--- config.mk ---
export PLATFORM = sky130hd
export DESIGN_NAME = rtc_bus_cycle
export DESIGN_NICKNAME = d
export VERILOG_FILES = /design/src/rtl/rtc_bus_cycle.sv
export SDC_FILE = /design/constraint.sdc
export NUM_CORES = 1
export LEC_CHECK = 0
export ABC_AREA = 1
export BUFFER_PORTS_ARGS = -buffer_cell sky130_fd_sc_hd__clkbuf_2
export CAP_MARGIN = 20
export CORE_MARGIN = 1
export CORE_UTILIZATION = 35
export DETAILED_ROUTE_END_ITERATION = 10
export GPL_ROUTABILITY_DRIVEN = 1
export PLACE_DENSITY = 0.65
export SLEW_MARGIN = 20
export SYNTH_ARGS = -nofsm -noshare
export SYNTH_HDL_FRONTEND = slang
export SYNTH_SLANG_ARGS = --single-unit
--- constraint.sdc ---
create_clock -name clk -period 2.85 [get_ports clk]
set_input_delay 0.1425 -clock clk [delete_from_list [all_inputs] [get_ports clk]]
set_output_delay 0.1425 -clock clk [all_outputs]
set_load 0.02 [all_outputs]
--- src/rtl/rtc_bus_cycle.sv ---
// rtc_bus_cycle: runs one address+data transaction on the multiplexed RTC bus
// (CS/AD/WR/RD plus an 8-bit shared address/data bus) with clock-count timing.
// Optional feature macro: RTC_SAMPLE_CHECK_EN adds a mid-strobe read sample whose
// disagreement with the final sample is reported on rd_err.
module rtc_bus_cycle #(
  parameter int unsigned T_SETUP = 2,
  parameter int unsigned T_PULSE = 10,
  parameter int unsigned T_HOLD  = 2,
  parameter int unsigned T_GAP   = 4,
  parameter int unsigned CNT_W   = 5
) (
  input  logic       clk,
  input  logic       reset,
  input  logic       start,
  input  logic       rd_nwr,
  input  logic [7:0] addr,
  input  logic [7:0] wdata,
  input  logic [7:0] bus_in,
  output logic [7:0] bus_out,
  output logic       bus_oe,
  output logic       CS,
  output logic       AD,
  output logic       WR,
  output logic       RD,
  output logic       busy,
  output logic       done,
  output logic [7:0] rdata,
  output logic       rd_err
);

  localparam int unsigned DW = 8;
  localparam logic [CNT_W-1:0] LD_SETUP = CNT_W'(T_SETUP - 1);
  localparam logic [CNT_W-1:0] LD_PULSE = CNT_W'(T_PULSE - 1);
  localparam logic [CNT_W-1:0] LD_HOLD  = CNT_W'(T_HOLD - 1);
  localparam logic [CNT_W-1:0] LD_GAP   = CNT_W'(T_GAP - 1);

  typedef enum logic [3:0] {
    S_IDLE, S_A_SET, S_A_STB, S_A_HOLD, S_GAP,
    S_D_SET, S_D_STB, S_D_HOLD, S_DONE
  } state_t;

  state_t            state_q, state_d;
  logic [CNT_W-1:0]  cnt_q, cnt_d;
  logic              req_rd_q;
  logic [DW-1:0]     req_addr_q, req_wdata_q;
  logic              accept;
  logic              last_stb;

  logic              cs_d, ad_d, wr_d, rd_d, oe_d, busy_d, done_d;
  logic [DW-1:0]     bus_out_d, rdata_d;

  // A request is taken only when both the FSM and the visible busy flag are idle
  assign accept   = (state_q == S_IDLE) && start && !busy;
  assign last_stb = (state_q == S_D_STB) && (cnt_q == '0);

  // State and phase-counter register
  always_ff @(posedge clk) begin
    if (reset) begin
      state_q <= S_IDLE;
      cnt_q   <= '0;
    end else begin
      state_q <= state_d;
      cnt_q   <= cnt_d;
    end
  end

  // Next state: each timed state loads its count on entry and leaves when it hits zero
  always_comb begin
    state_d = state_q;
    cnt_d   = cnt_q - CNT_W'(1);
    case (state_q)
      S_IDLE: begin
        cnt_d = '0;
        if (accept) begin
          state_d = S_A_SET;
          cnt_d   = LD_SETUP;
        end
      end
      S_A_SET:  if (cnt_q == '0) begin state_d = S_A_STB;  cnt_d = LD_PULSE; end
      S_A_STB:  if (cnt_q == '0) begin state_d = S_A_HOLD; cnt_d = LD_HOLD;  end
      S_A_HOLD: if (cnt_q == '0) begin state_d = S_GAP;    cnt_d = LD_GAP;   end
      S_GAP:    if (cnt_q == '0) begin state_d = S_D_SET;  cnt_d = LD_SETUP; end
      S_D_SET:  if (cnt_q == '0) begin state_d = S_D_STB;  cnt_d = LD_PULSE; end
      S_D_STB:  if (cnt_q == '0) begin state_d = S_D_HOLD; cnt_d = LD_HOLD;  end
      S_D_HOLD: if (cnt_q == '0) begin state_d = S_DONE;   cnt_d = '0;       end
      S_DONE: begin
        state_d = S_IDLE;
        cnt_d   = '0;
      end
      default: begin
        state_d = S_IDLE;
        cnt_d   = '0;
      end
    endcase
  end

  // Request latch: direction, address and write data captured on acceptance
  always_ff @(posedge clk) begin
    if (reset) begin
      req_rd_q    <= 1'b0;
      req_addr_q  <= '0;
      req_wdata_q <= '0;
    end else if (accept) begin
      req_rd_q    <= rd_nwr;
      req_addr_q  <= addr;
      req_wdata_q <= wdata;
    end
  end

  // Bus levels decoded from the current phase; read data taken on the last strobe clock
  always_comb begin
    cs_d      = 1'b1;
    ad_d      = 1'b1;
    wr_d      = 1'b1;
    rd_d      = 1'b1;
    oe_d      = 1'b0;
    bus_out_d = '0;
    busy_d    = (state_q != S_IDLE);
    done_d    = 1'b0;
    rdata_d   = rdata;
    case (state_q)
      S_A_SET, S_A_HOLD: begin
        cs_d      = 1'b0;
        ad_d      = 1'b0;
        oe_d      = 1'b1;
        bus_out_d = req_addr_q;
      end
      S_A_STB: begin
        cs_d      = 1'b0;
        ad_d      = 1'b0;
        oe_d      = 1'b1;
        bus_out_d = req_addr_q;
        wr_d      = 1'b0;
      end
      S_D_SET, S_D_HOLD: begin
        cs_d      = 1'b0;
        oe_d      = !req_rd_q;
        bus_out_d = req_rd_q ? '0 : req_wdata_q;
      end
      S_D_STB: begin
        cs_d      = 1'b0;
        oe_d      = !req_rd_q;
        bus_out_d = req_rd_q ? '0 : req_wdata_q;
        wr_d      = req_rd_q;
        rd_d      = !req_rd_q;
      end
      S_DONE:  done_d = 1'b1;
      default: ;
    endcase
    if (last_stb && req_rd_q) rdata_d = bus_in;
  end

  // Output registers
  always_ff @(posedge clk) begin
    if (reset) begin
      CS      <= 1'b1;
      AD      <= 1'b1;
      WR      <= 1'b1;
      RD      <= 1'b1;
      bus_oe  <= 1'b0;
      bus_out <= '0;
      busy    <= 1'b0;
      done    <= 1'b0;
      rdata   <= '0;
    end else begin
      CS      <= cs_d;
      AD      <= ad_d;
      WR      <= wr_d;
      RD      <= rd_d;
      bus_oe  <= oe_d;
      bus_out <= bus_out_d;
      busy    <= busy_d;
      done    <= done_d;
      rdata   <= rdata_d;
    end
  end

`ifdef RTC_SAMPLE_CHECK_EN
  localparam logic [CNT_W-1:0] MID_CNT = CNT_W'(T_PULSE / 2);
  logic [DW-1:0] mid_q;

  // Mid-strobe sample, compared with the final sample when a read completes
  always_ff @(posedge clk) begin
    if (reset) begin
      mid_q  <= '0;
      rd_err <= 1'b0;
    end else begin
      if ((state_q == S_D_STB) && (cnt_q == MID_CNT) && req_rd_q) mid_q <= bus_in;
      if ((state_q == S_DONE) && req_rd_q) rd_err <= (mid_q != rdata);
    end
  end
`else
  assign rd_err = 1'b0;
`endif

endmodule

==> results of run 1 <==
-- state kept, by name, summed over array words and instances (netlist names), 4 cells and up --
signal and cells:
cnt_q 5, req_wdata_q 8, bus_out 8, state_q 4, req_addr_q 8, rdata 8
-- critical path, stage by stage (launching register included) --
cell     delay, ns
dfxtp_1       0.34
inv_1         0.06
ha_1          0.22
nand3_2       0.23
nor2_4        0.27
inv_2         0.11
nor2_1        0.12
nor2_1        0.06
-- layer usage --
layer / track usage / part of all wire
met1: 0.173 / 0.46
met2: 0.226 / 0.46
met3: 0.0479 / 0.070
met4: 0.0519 / 0.0086
met5: 0 / 0
-- synthesized netlist by cell type (3+ instances only) --
cell / number
dfxtp_1: 49
inv_1: 35
nor2_1: 33
o21ai_0: 25
a21oi_1: 22
nand2_1: 15
nand3_1: 8
o22ai_1: 8
inv_2: 5
clkbuf_1: 4
nand3_2: 3
nor2_4: 3
o21ai_1: 3
-- final cells by class --
| type | instances | area [um^2] | share of cell area |
|---|---|---|---|
| Sequential cell | 49 | 981 | 0.424 |
| Inverter | 40 | 150 | 0.0649 |
| Timing Repair Buffer | 50 | 250 | 0.108 |
| Clock buffer | 6 | 72.6 | 0.0314 |
| Multi-Input combinational cell | 138 | 733 | 0.317 |
| Clock inverter | 2 | 38.8 | 0.0168 |
| Tap cell | 70 | 87.6 | 0.0379 |
-- kinds of logic (layout without fill, tap and decap cells) --
family	Yosys count	after routing
other	1	1
DFF	49	49
buffers and inverters	48	98
adders and majority gates	1	1
and+or+nand+nor	72	72
AOI/OAI and AO/OA	63	63
xor gates and xnor gates	1	1
-- metrics by stage --
step	power, mW	instance area [um^2]	hold slack [ns]	cells	utilization
4_1_cts	2.16	2310	0.0480	355	0.444
5_1_grt	2.31	2310	0.0638	355	0.444
6_report	2.14	2310	0.0536	355	0.444
3_3_place_gp	1.65	2200	0.366	347	0.423
2_1_floorplan	1.51	1920	0.219	235	-
3_5_place_dp	1.67	2200	0.381	347	0.423
-- path summary, 6_finish.rpt --
kind,start,endpoint,slack (ns),depth (start not counted)
max reg2reg,cnt_q[0]$_SDFF_PP0_,rdata[2]$_SDFFE_PP0P_,1.35,7
max,cnt_q[0]$_SDFF_PP0_,rdata[2]$_SDFFE_PP0P_,1.35,7
min reg2reg,req_addr_q[2]$_SDFFE_PP0P_,req_addr_q[2]$_SDFFE_PP0P_,0.46,2
min,bus_in[1],rdata[1]$_SDFFE_PP0P_,0.05,3
-- report_power, final --
part	switching, mW	total [mW]	leakage [nW]	internal, mW
sequential	0.0649	0.896	0.400	0.831
combinational	0.499	0.754	0.574	0.255
clock	0.231	0.494	0.0554	0.264
total	0.794	2.14	1.03	1.35
-- cells in the final DEF (no fill, tap or decap) --
cell / instances
clkbuf_2: 50
dfxtp_1: 49
inv_1: 35
nor2_1: 33
o21ai_0: 25
a21oi_1: 22
nand2_1: 15
nand3_1: 8
o22ai_1: 8
inv_2: 5
clkbuf_8: 5
nor2_4: 3
nand3_2: 3
o21ai_1: 3
nand2_4: 2
nor3_1: 2
a211oi_1: 2
nand4_1: 2
nand2_2: 1
nand3_4: 1
o211ai_2: 1
or2_2: 1
o21bai_1: 1
a31oi_1: 1
xnor2_1: 1
nor3b_1: 1
ha_1: 1
conb_1: 1
bufinv_16: 1
clkinv_4: 1
clkbuf_1: 1
==> impl_metrics.json, run 1 <==
{
  "outcome": "finished, final reports clean",
  "hold_viol_final": 0,
  "yosys.area.top_type": "dfxtp_1",
  "vias": 1614,
  "post_drt_wl_per_cell_um": 10.8,
  "die_w_um": 76.0,
  "grt_pass1_wl_mm": 6.45,
  "drc": 0,
  "worstPathRequired_ns": 3.06,
  "io_buffers": 50,
  "clock_latency_ns": 0.31,
  "crit_arrival_ns": 1.71,
  "slew_violations": 0,
  "cts_made_buffers": 5,
  "synth_cells": 235,
  "post-cts-setup-buffers": 0,
  "die-area_mm2": 0.00578,
  "synthArstFlopShare": 0,
  "overflow": 0,
  "syn_avg_cell_area_um2": 8.16,
  "die_h_um": 76.0,
  "ys.warnings.count": 0,
  "antenna_left": 0,
  "power_density_mw_per_mm2": 927,
  "path_max_fanout": 9,
  "synth_cell_types": 29,
  "worst_slack_ns": 1.35,
  "seq_area_frac_synth": 0.512,
  "tightest_slew_ns": 0.763,
  "tns_ns": 0,
  "path_clk_slew_ns": 0.09,
  "drive_gt1_frac": 0.260,
  "ios": 52,
  "antenna_found_initial": 0,
  "cts_hold_buf": 0,
  "routed_wl_mm": 3.84,
  "synth-simple-area-share": 0.191,
  "setup_viol": 0,
  "clock_sinks": 49,
  "area_delta_synth_final_pct": 20.7,
  "clockBufferDepth": 2,
  "cp-start-kind": "flop",
  "place_hpwl_mm": 2.70,
  "finalCritPeriodShare": 0.526,
  "hold_path.class": "in2reg",
  "synth-compound-area-share": 0.178,
  "clock.fmax_ghz": 0.667,
  "pre_cts_slack_ns": 1.34,
  "synth_nets": 264,
  "cp-end-kind": "flop",
  "syn_area_mm2": 0.00192,
  "ir_drop_mv": 0.291,
  "vias_per_cell": 4.55,
  "clockRootBuffer": "clkbuf_8",
  "synthAdderAreaFrac": 0.00653,
  "synth.mux.area_fraction": 0,
  "cts_max_level": 2,
  "synth_ff_type": "dfxtp_1",
  "design.core.area_mm2": 0.00520,
  "cts_tree": "done",
  "drt-initial-drc-count": 105,
  "critical_path_class": "reg2reg",
  "grt_pass1_vias": 1420,
  "grt_usage": 0.140,
  "synth_top_family_by_area": "simple AND/OR/NAND/NOR gates",
  "drtPass1Iterations": 4,
  "synth-edff-count": 0,
  "fillers": 523,
  "synth_xor_area_frac": 0.00457,
  "gp_routability_congestion": 0.822,
  "ys_ff_latch": 49,
  "grt_max_degree": 36,
  "relSlewSlack": 0.491,
  "cts_resized": 0,
  "netlist_top_cells_area": "dfxtp_1 51%, inv_1 6.9%, o21ai_0 6.5%, nor2_1 6.5%, a21oi_1 5.7%",
  "initial_utilization": 0.368,
  "rsz0062_at_grt": "no",
  "drv_cap": 0,
  "rows": 26,
  "diodes": 0,
  "synth_top_area_frac": 0.512,
  "final_nets": 313,
  "fin_crit_ns": 1.50,
  "p_leak_nw": 1.03,
  "fin_worst_skew_ns": 0.0129
}
Power figures use the tool's default switching activity.
==> run 2: changes to the inputs <==
--- a/config.mk
+++ b/config.mk
@@ -5,14 +5,14 @@
 export SDC_FILE = /design/constraint.sdc
 export NUM_CORES = 1
 export LEC_CHECK = 0
-export ABC_AREA = 1
+export ABC_AREA = 0
 export BUFFER_PORTS_ARGS = -buffer_cell sky130_fd_sc_hd__clkbuf_2
 export CAP_MARGIN = 20
 export CORE_MARGIN = 1
 export CORE_UTILIZATION = 35
 export DETAILED_ROUTE_END_ITERATION = 10
 export GPL_ROUTABILITY_DRIVEN = 1
-export PLACE_DENSITY = 0.65
+export PLACE_DENSITY = 0.67
 export SLEW_MARGIN = 20
 export SYNTH_ARGS = -nofsm -noshare
 export SYNTH_HDL_FRONTEND = slang
==> constraint.sdc (replaced) <==
create_clock -name clk -period 1.25 [get_ports clk]
set_input_delay 0.0625 -clock clk [delete_from_list [all_inputs] [get_ports clk]]
set_output_delay 0.0625 -clock clk [all_outputs]
set_load 0.02 [all_outputs]
==> run 2 against run 1 <==
Effect of this change:
- the flow now finishes with violations (negative hold slack, negative setup slack)
- sequential share of layout area is 12 points lower
- register-to-register slack worse by 1.7 ns
- cell count rose by 13%
- critical path depth down 2
- clock skew is 0.00062 ns higher
- first-iteration DRC count up 13%
- highest routed layer unchanged
- via count is 26% higher
- worst hold slack lost 0.058 ns
- core utilization up 14 points
==> impl_metrics.json, run 2 <==
{
  "rsz0062_at_grt": "yes",
  "critPathMaxStageDelay_ns": 0.50,
  "vias_per_cell": 5.08,
  "vias": 2037,
  "antenna_found_initial": 0,
  "most-common-layout-cells": "50 x clkbuf_2, 45 x dfxtp_1, 29 x nand3_1, 29 x buf_4, 20 x a21oi_1",
  "cp_slowest_cell": "or4b_4",
  "drc": 0,
  "fin_crit_ns": 1.64,
  "worst_slack_ns": -0.386,
  "drv_cap": 0,
  "drtPass1Iterations": 4,
  "cts_max_level": 2,
  "cp_num_buf_inv": 1,
  "synth_top_area_frac": 0.490,
  "synth_cell_types": 36,
  "switching_share": 0.363,
  "clock.fmax_ghz": 0.611,
  "clockRootBuffer": "clkbuf_8",
  "gp_routability_congestion": 0.874,
  "mostFrequentLayoutCell": "clkbuf_2",
  "p_clk_frac": 0.173,
  "cp-startpoint": "cnt_q[1]$_SDFF_PP0_",
  "r2r-end": "cnt_q[3]$_SDFF_PP0_",
  "cp-end-kind": "flop",
  "overflow": 0,
  "cp-start-kind": "flop",
  "finish.instance_area_mm2": 0.00323,
  "fin_worst_skew_ns": 0.0136,
  "drt-initial-drc-count": 119,
  "yosys.area.top_type": "dfxtp_1",
  "rrSetupSlack_ns": -0.39,
  "syn_avg_cell_area_um2": 8.79,
  "tns_ns": -7.15,
  "hold_ws_ns": -0.00401,
  "area_delta_synth_final_pct": 61.3,
  "crit_family": "simple AND/OR/NAND/NOR gates",
  "fillers": 456,
  "io_buffers": 50,
  "setup_viol": 34,
  "grt_pass1_wl_mm": 8.34,
  "path_max_fanout": 5,
  "synth-edff-count": 0,
  "hold_path.class": "in2reg",
  "cp_num_cells": 5,
  "power.internal_mw": 4.18,
  "ios": 52,
  "path_clk_slew_ns": 0.09,
  "synthArstFlopShare": 0,
  "grt_pass1_vias": 1781,
  "cts_made_buffers": 5,
  "synth_cells": 228,
  "ir_drop_mv": 0.869,
  "critical_path_class": "reg2reg",
  "ys_ff_latch": 49,
  "grt_usage": 0.176,
  "diodes": 0,
  "grt_max_degree": 19,
  "final_cells": 401,
  "power_density_mw_per_mm2": 2030,
  "worstPathRequired_ns": 1.48,
  "violations": "negative hold slack, negative setup slack",
  "syn_area_mm2": 0.00200,
  "crit_chain": "inv_2, ha_4, or4b_4, or4_1, a21oi_1",
  "clock_latency_ns": 0.31,
  "synth_nets": 257,
  "cts_tree": "done",
  "hold_viol_final": 1,
  "die_w_um": 77.7,
  "slew_violations": 0,
  "crit_arrival_ns": 1.87,
  "final_nets": 357,
  "antenna_left": 0,
  "synth_ff_type": "dfxtp_1",
  "clock_sinks": 49,
  "synthTopCellsByCount": "49 x dfxtp_1, 33 x nand3_1, 29 x a21oi_1",
  "r2r_start": "cnt_q[1]$_SDFF_PP0_",
  "die_h_um": 77.7,
  "place_hpwl_mm": 3.44,
  "dpl_cell_area_mm2": 0.00263,
  "rows": 27,
  "p_leak_nw": 1.29,
  "clockBufferDepth": 2,
  "dp_cells": 368,
  "routed_wl_mm": 5.71,
  "seq_area_frac_synth": 0.490,
  "die-area_mm2": 0.00603,
  "initial_utilization": 0.364,
  "netSwitchingPower_mw": 2.38,
  "p_seq_frac": 0.304,
  "drive_gt1_frac": 0.477,
  "synth.most_common_cell": "dfxtp_1",
  "power_frac_comb": 0.523,
  "finalCritPeriodShare": 1.31,
  "crit_end": "cnt_q[3]$_SDFF_PP0_",
  "outcome": "complete, but fails checks",
  "ys.warnings.count": 0,
  "design.core.area_mm2": 0.00551,
  "netlist_top_cells_area": "dfxtp_1 49%, nand3_1 8.2%, a21oi_1 7.2%, nand2b_1 5.6%, o21ai_0 5.2%",
  "reg2regPathDepth": 5,
  "post_drt_wl_per_cell_um": 14.2
}
## run 2: cells by family (layout without fill, tap and decap cells)
kind of cell    Yosys count  count (layout)  synth area share
compound gates           54              54             0.142
mux                      10              10            0.0500
fa+ha+maj                 1               1           0.00625
xor+xnor                  1               1           0.00437
buf+inv                  23             123            0.0500
simple gates             89              90             0.256
other cells               1               1           0.00187
flops                    49              49             0.490
## run 2: area by class of cell
class,count,area [um^2],share of cell area
multi-input cells,157,1150,0.355
flip-flops and latches,49,988,0.306
repair buffers,111,877,0.271
well taps,72,90.1,0.0279
clock buffers,5,68.8,0.0213
clock inverters,3,43.8,0.0136
inverters,4,15.0,0.00465
## run 2: worst register-to-register path: stages, from the launching register on
cell and delay (ns):
dfxtp_2 0.33, inv_2 0.06, ha_4 0.12, or4b_4 0.50, or4_1 0.42, a21oi_1 0.14
## run 2: stage by stage
step                 util  power (mW)  worst slack, ns
global placement    0.478        4.36           -0.338
detailed placement  0.478        4.41           -0.392
global route        0.587        6.88           -0.427
finish              0.587        6.56           -0.386
CTS                 0.554        6.02           -0.386
floorplan               -        3.58           -0.459
## run 2: what timing repair did
| action | CTS | global route |
|---|---|---|
| endpoints found under the hold margin | 16 | 1 |
| endpoints found under the setup margin | 41 | 42 |
| cloned | 2 | 2 |
| pin swaps | 3 | 14 |
| setup buffers | 3 | 1 |
| gates resized for setup | 30 | 28 |
| hold buffers | 16 | 1 |
## run 2: worst min path at each step
| stage | start | end | slack, ns | cells past startpoint |
|---|---|---|---|---|
| floorplan | addr[0] | req_addr_q[0]$_SDFFE_PP0P_ | 0.21 | 2 |
| global placement | wdata[7] | req_wdata_q[7]$_SDFFE_PP0P_ | 0.31 | 3 |
| detailed placement | wdata[5] | req_wdata_q[5]$_SDFFE_PP0P_ | 0.31 | 3 |
| CTS | addr[2] | req_addr_q[2]$_SDFFE_PP0P_ | 0.0005 | 3 |
| global route | addr[0] | req_addr_q[0]$_SDFFE_PP0P_ | 0.003 | 3 |
| finish | addr[2] | req_addr_q[2]$_SDFFE_PP0P_ | -0.004 | 3 |
## run 2: power by group through the flow
stage / Sequential, mW / Combinational [mW] / Clock [mW]
after global routing: 2.02 / 3.62 / 1.23
final: 1.99 / 3.43 / 1.14
after floorplan: 2.04 / 1.54 / 0
after global placement: 1.97 / 2.38 / 0
after CTS: 1.97 / 2.89 / 1.15
after detailed placement: 1.98 / 2.43 / 0
## run 2: per-layer routing
metal,vias up,global-route usage,share of wire
li1,1005,-,-
met1,978,0.232,0.45
met2,52,0.281,0.51
met3,2,0.0376,0.039
met4,0,0.0623,0.0035
met5,-,0,0
==> run 3: changes to the inputs <==
--- a/config.mk
+++ b/config.mk
@@ -9,10 +9,10 @@
 export BUFFER_PORTS_ARGS = -buffer_cell sky130_fd_sc_hd__clkbuf_2
 export CAP_MARGIN = 20
 export CORE_MARGIN = 1
-export CORE_UTILIZATION = 35
+export CORE_UTILIZATION = 47
 export DETAILED_ROUTE_END_ITERATION = 10
 export GPL_ROUTABILITY_DRIVEN = 1
-export PLACE_DENSITY = 0.67
+export PLACE_DENSITY = 0.83
 export SLEW_MARGIN = 20
 export SYNTH_ARGS = -nofsm -noshare
 export SYNTH_HDL_FRONTEND = slang
==> run 3 against run 2 <==
Effect of this change:
- the run still ends with negative hold slack, negative setup slack left
- cell count is 9.2% lower
- sequential share of layout area up 1.2 points
- core utilization is 18 points higher
- global-route usage increased by 10 points
- wire length increased by 23%
- maximum frequency shrank 2.2%
- worst hold slack barely moved
- total power is 2.9% lower
- critical path depth did not move
- sequential cell count did not move
- via count grew 9.2%
- worst setup slack worse by 0.036 ns
==> impl_metrics.json, run 3 (synthesis gave the netlist of run 2 again) <==
{
  "worst_slack_ns": -0.422,
  "ir_drop_mv": 1.08,
  "violations": "negative hold slack, negative setup slack",
  "cts_made_buffers": 5,
  "antenna_left": 0,
  "finalCritPeriodShare": 1.34,
  "antenna_found_initial": 0,
  "gp_routability_congestion": 0.851,
  "grt_pass1_wl_mm": 9.20,
  "fin_crit_ns": 1.67,
  "rows": 23,
  "hold_ws_ns": -0.00365,
  "clock.fmax_ghz": 0.598,
  "min_to": "req_wdata_q[0]$_SDFFE_PP0P_",
  "critical_path_class": "reg2reg",
  "area_delta_synth_final_pct": 55.5,
  "path_max_fanout": 5,
  "crit_arrival_ns": 1.91,
  "setup_viol": 38,
  "rsz0062_at_grt": "yes",
  "outcome": "complete, but fails checks",
  "r2r_start": "cnt_q[1]$_SDFF_PP0_",
  "hold_path.class": "in2reg",
  "vias_per_cell": 6.11,
  "final_nets": 342,
  "cp-end-kind": "flop",
  "cts_tree": "done",
  "die-area_mm2": 0.00453,
  "reg2regPathDepth": 5,
  "most-common-layout-cells": "50 x clkbuf_2, 44 x dfxtp_1, 29 x buf_4, 21 x nand3_1, 18 x nand2b_1",
  "overflow": 0,
  "final_util": 0.767,
  "grt_pass1_vias": 1915,
  "path_clk_slew_ns": 0.09,
  "drv_cap": 0,
  "cp-start-kind": "flop",
  "clock_latency_ns": 0.30,
  "hold_viol_final": 3,
  "drc": 0,
  "ios": 52,
  "place_hpwl_mm": 3.48,
  "mostFrequentLayoutCell": "clkbuf_2",
  "design.core.area_mm2": 0.00406,
  "drive_gt1_frac": 0.541,
  "tns_ns": -7.70,
  "min-delay-start": "wdata[0]",
  "hold_depth": 3,
  "io_buffers": 50,
  "routed_wl_mm": 7.03,
  "clockBufferDepth": 2,
  "drtPass1Iterations": 5,
  "clock_sinks": 49,
  "p_leak_nw": 1.19,
  "drt-initial-drc-count": 226,
  "diodes": 0,
  "final_cells": 364,
  "power_density_mw_per_mm2": 2050,
  "pre_cts_slack_ns": -0.379,
  "dp_cells": 344,
  "grt_usage": 0.280,
  "cts_max_level": 2,
  "worstPathRequired_ns": 1.49,
  "post_drt_wl_per_cell_um": 19.3,
  "vias": 2225,
  "initial_utilization": 0.494,
  "rrSetupSlack_ns": -0.42,
  "slew_violations": 0,
  "clockRootBuffer": "clkbuf_8",
  "die_h_um": 67.3,
  "fin_worst_skew_ns": 0.00696,
  "grt_max_degree": 19,
  "die_w_um": 67.3,
  "r2r-end": "cnt_q[3]$_SDFF_PP0_"
}
run 3: worst max-delay path by stage:
stage / startpoint / endpoint / slack [ns] / cells after the start
6_report: cnt_q[1]$_SDFF_PP0_ / cnt_q[3]$_SDFF_PP0_ / -0.42 / 5
2_1_floorplan: cnt_q[1]$_SDFF_PP0_ / rdata[0]$_SDFFE_PP0P_ / -0.46 / 6
3_5_place_dp: cnt_q[1]$_SDFF_PP0_ / cnt_q[3]$_SDFF_PP0_ / -0.38 / 5
4_1_cts: cnt_q[1]$_SDFF_PP0_ / cnt_q[3]$_SDFF_PP0_ / -0.38 / 5
5_1_grt: cnt_q[1]$_SDFF_PP0_ / cnt_q[3]$_SDFF_PP0_ / -0.49 / 5
3_3_place_gp: cnt_q[1]$_SDFF_PP0_ / cnt_q[3]$_SDFF_PP0_ / -0.36 / 5
run 3: critical path: stages, from the launching register on:
cell and delay [ns]:
dfxtp_2 0.33, inv_2 0.06, ha_4 0.14, or4b_4 0.51, or4_1 0.44, a21oi_1 0.13
run 3: metal layers:
metal	share of wire	GRT usage
met1	0.38	0.333
met2	0.49	0.455
met3	0.078	0.0676
met4	0.043	0.168
met5	0	0
run 3: per-stage QoR:
| step | power, mW | area [um^2] |
|---|---|---|
| CTS | 5.72 | 2880 |
| finish | 6.37 | 3110 |
| floorplan | 3.58 | 2100 |
| global route | 6.64 | 3110 |
| global placement | 4.24 | 2580 |
| detailed placement | 4.31 | 2580 |
run 3: repair_timing:
action / CTS / global route
pin swaps: 10 / 18
hold buffers: 6 / 0
gates resized for setup: 33 / 48
endpoints found under the setup margin: 43 / 45
cloned: 2 / 0
hold endpoints to repair: 6 / 0
setup buffers: 1 / 3
run 3: final cells by class:
type                            instances  area, um^2
Multi-Input combinational cell        157        1260
Inverter                                4        15.0
Tap cell                               50        62.6
Clock buffer                            7        76.3
Fill cell                             221         943
Clock inverter                          1        7.51
Timing Repair Buffer                   96         698
Sequential cell                        49         990
run 3: report_power, final:
part	leakage [nW]	internal, mW	switching, mW	total [mW]
sequential	0.401	1.82	0.226	2.04
clock	0.0385	0.397	0.524	0.921
combinational	0.749	1.57	1.84	3.41
total	1.19	3.78	2.59	6.37
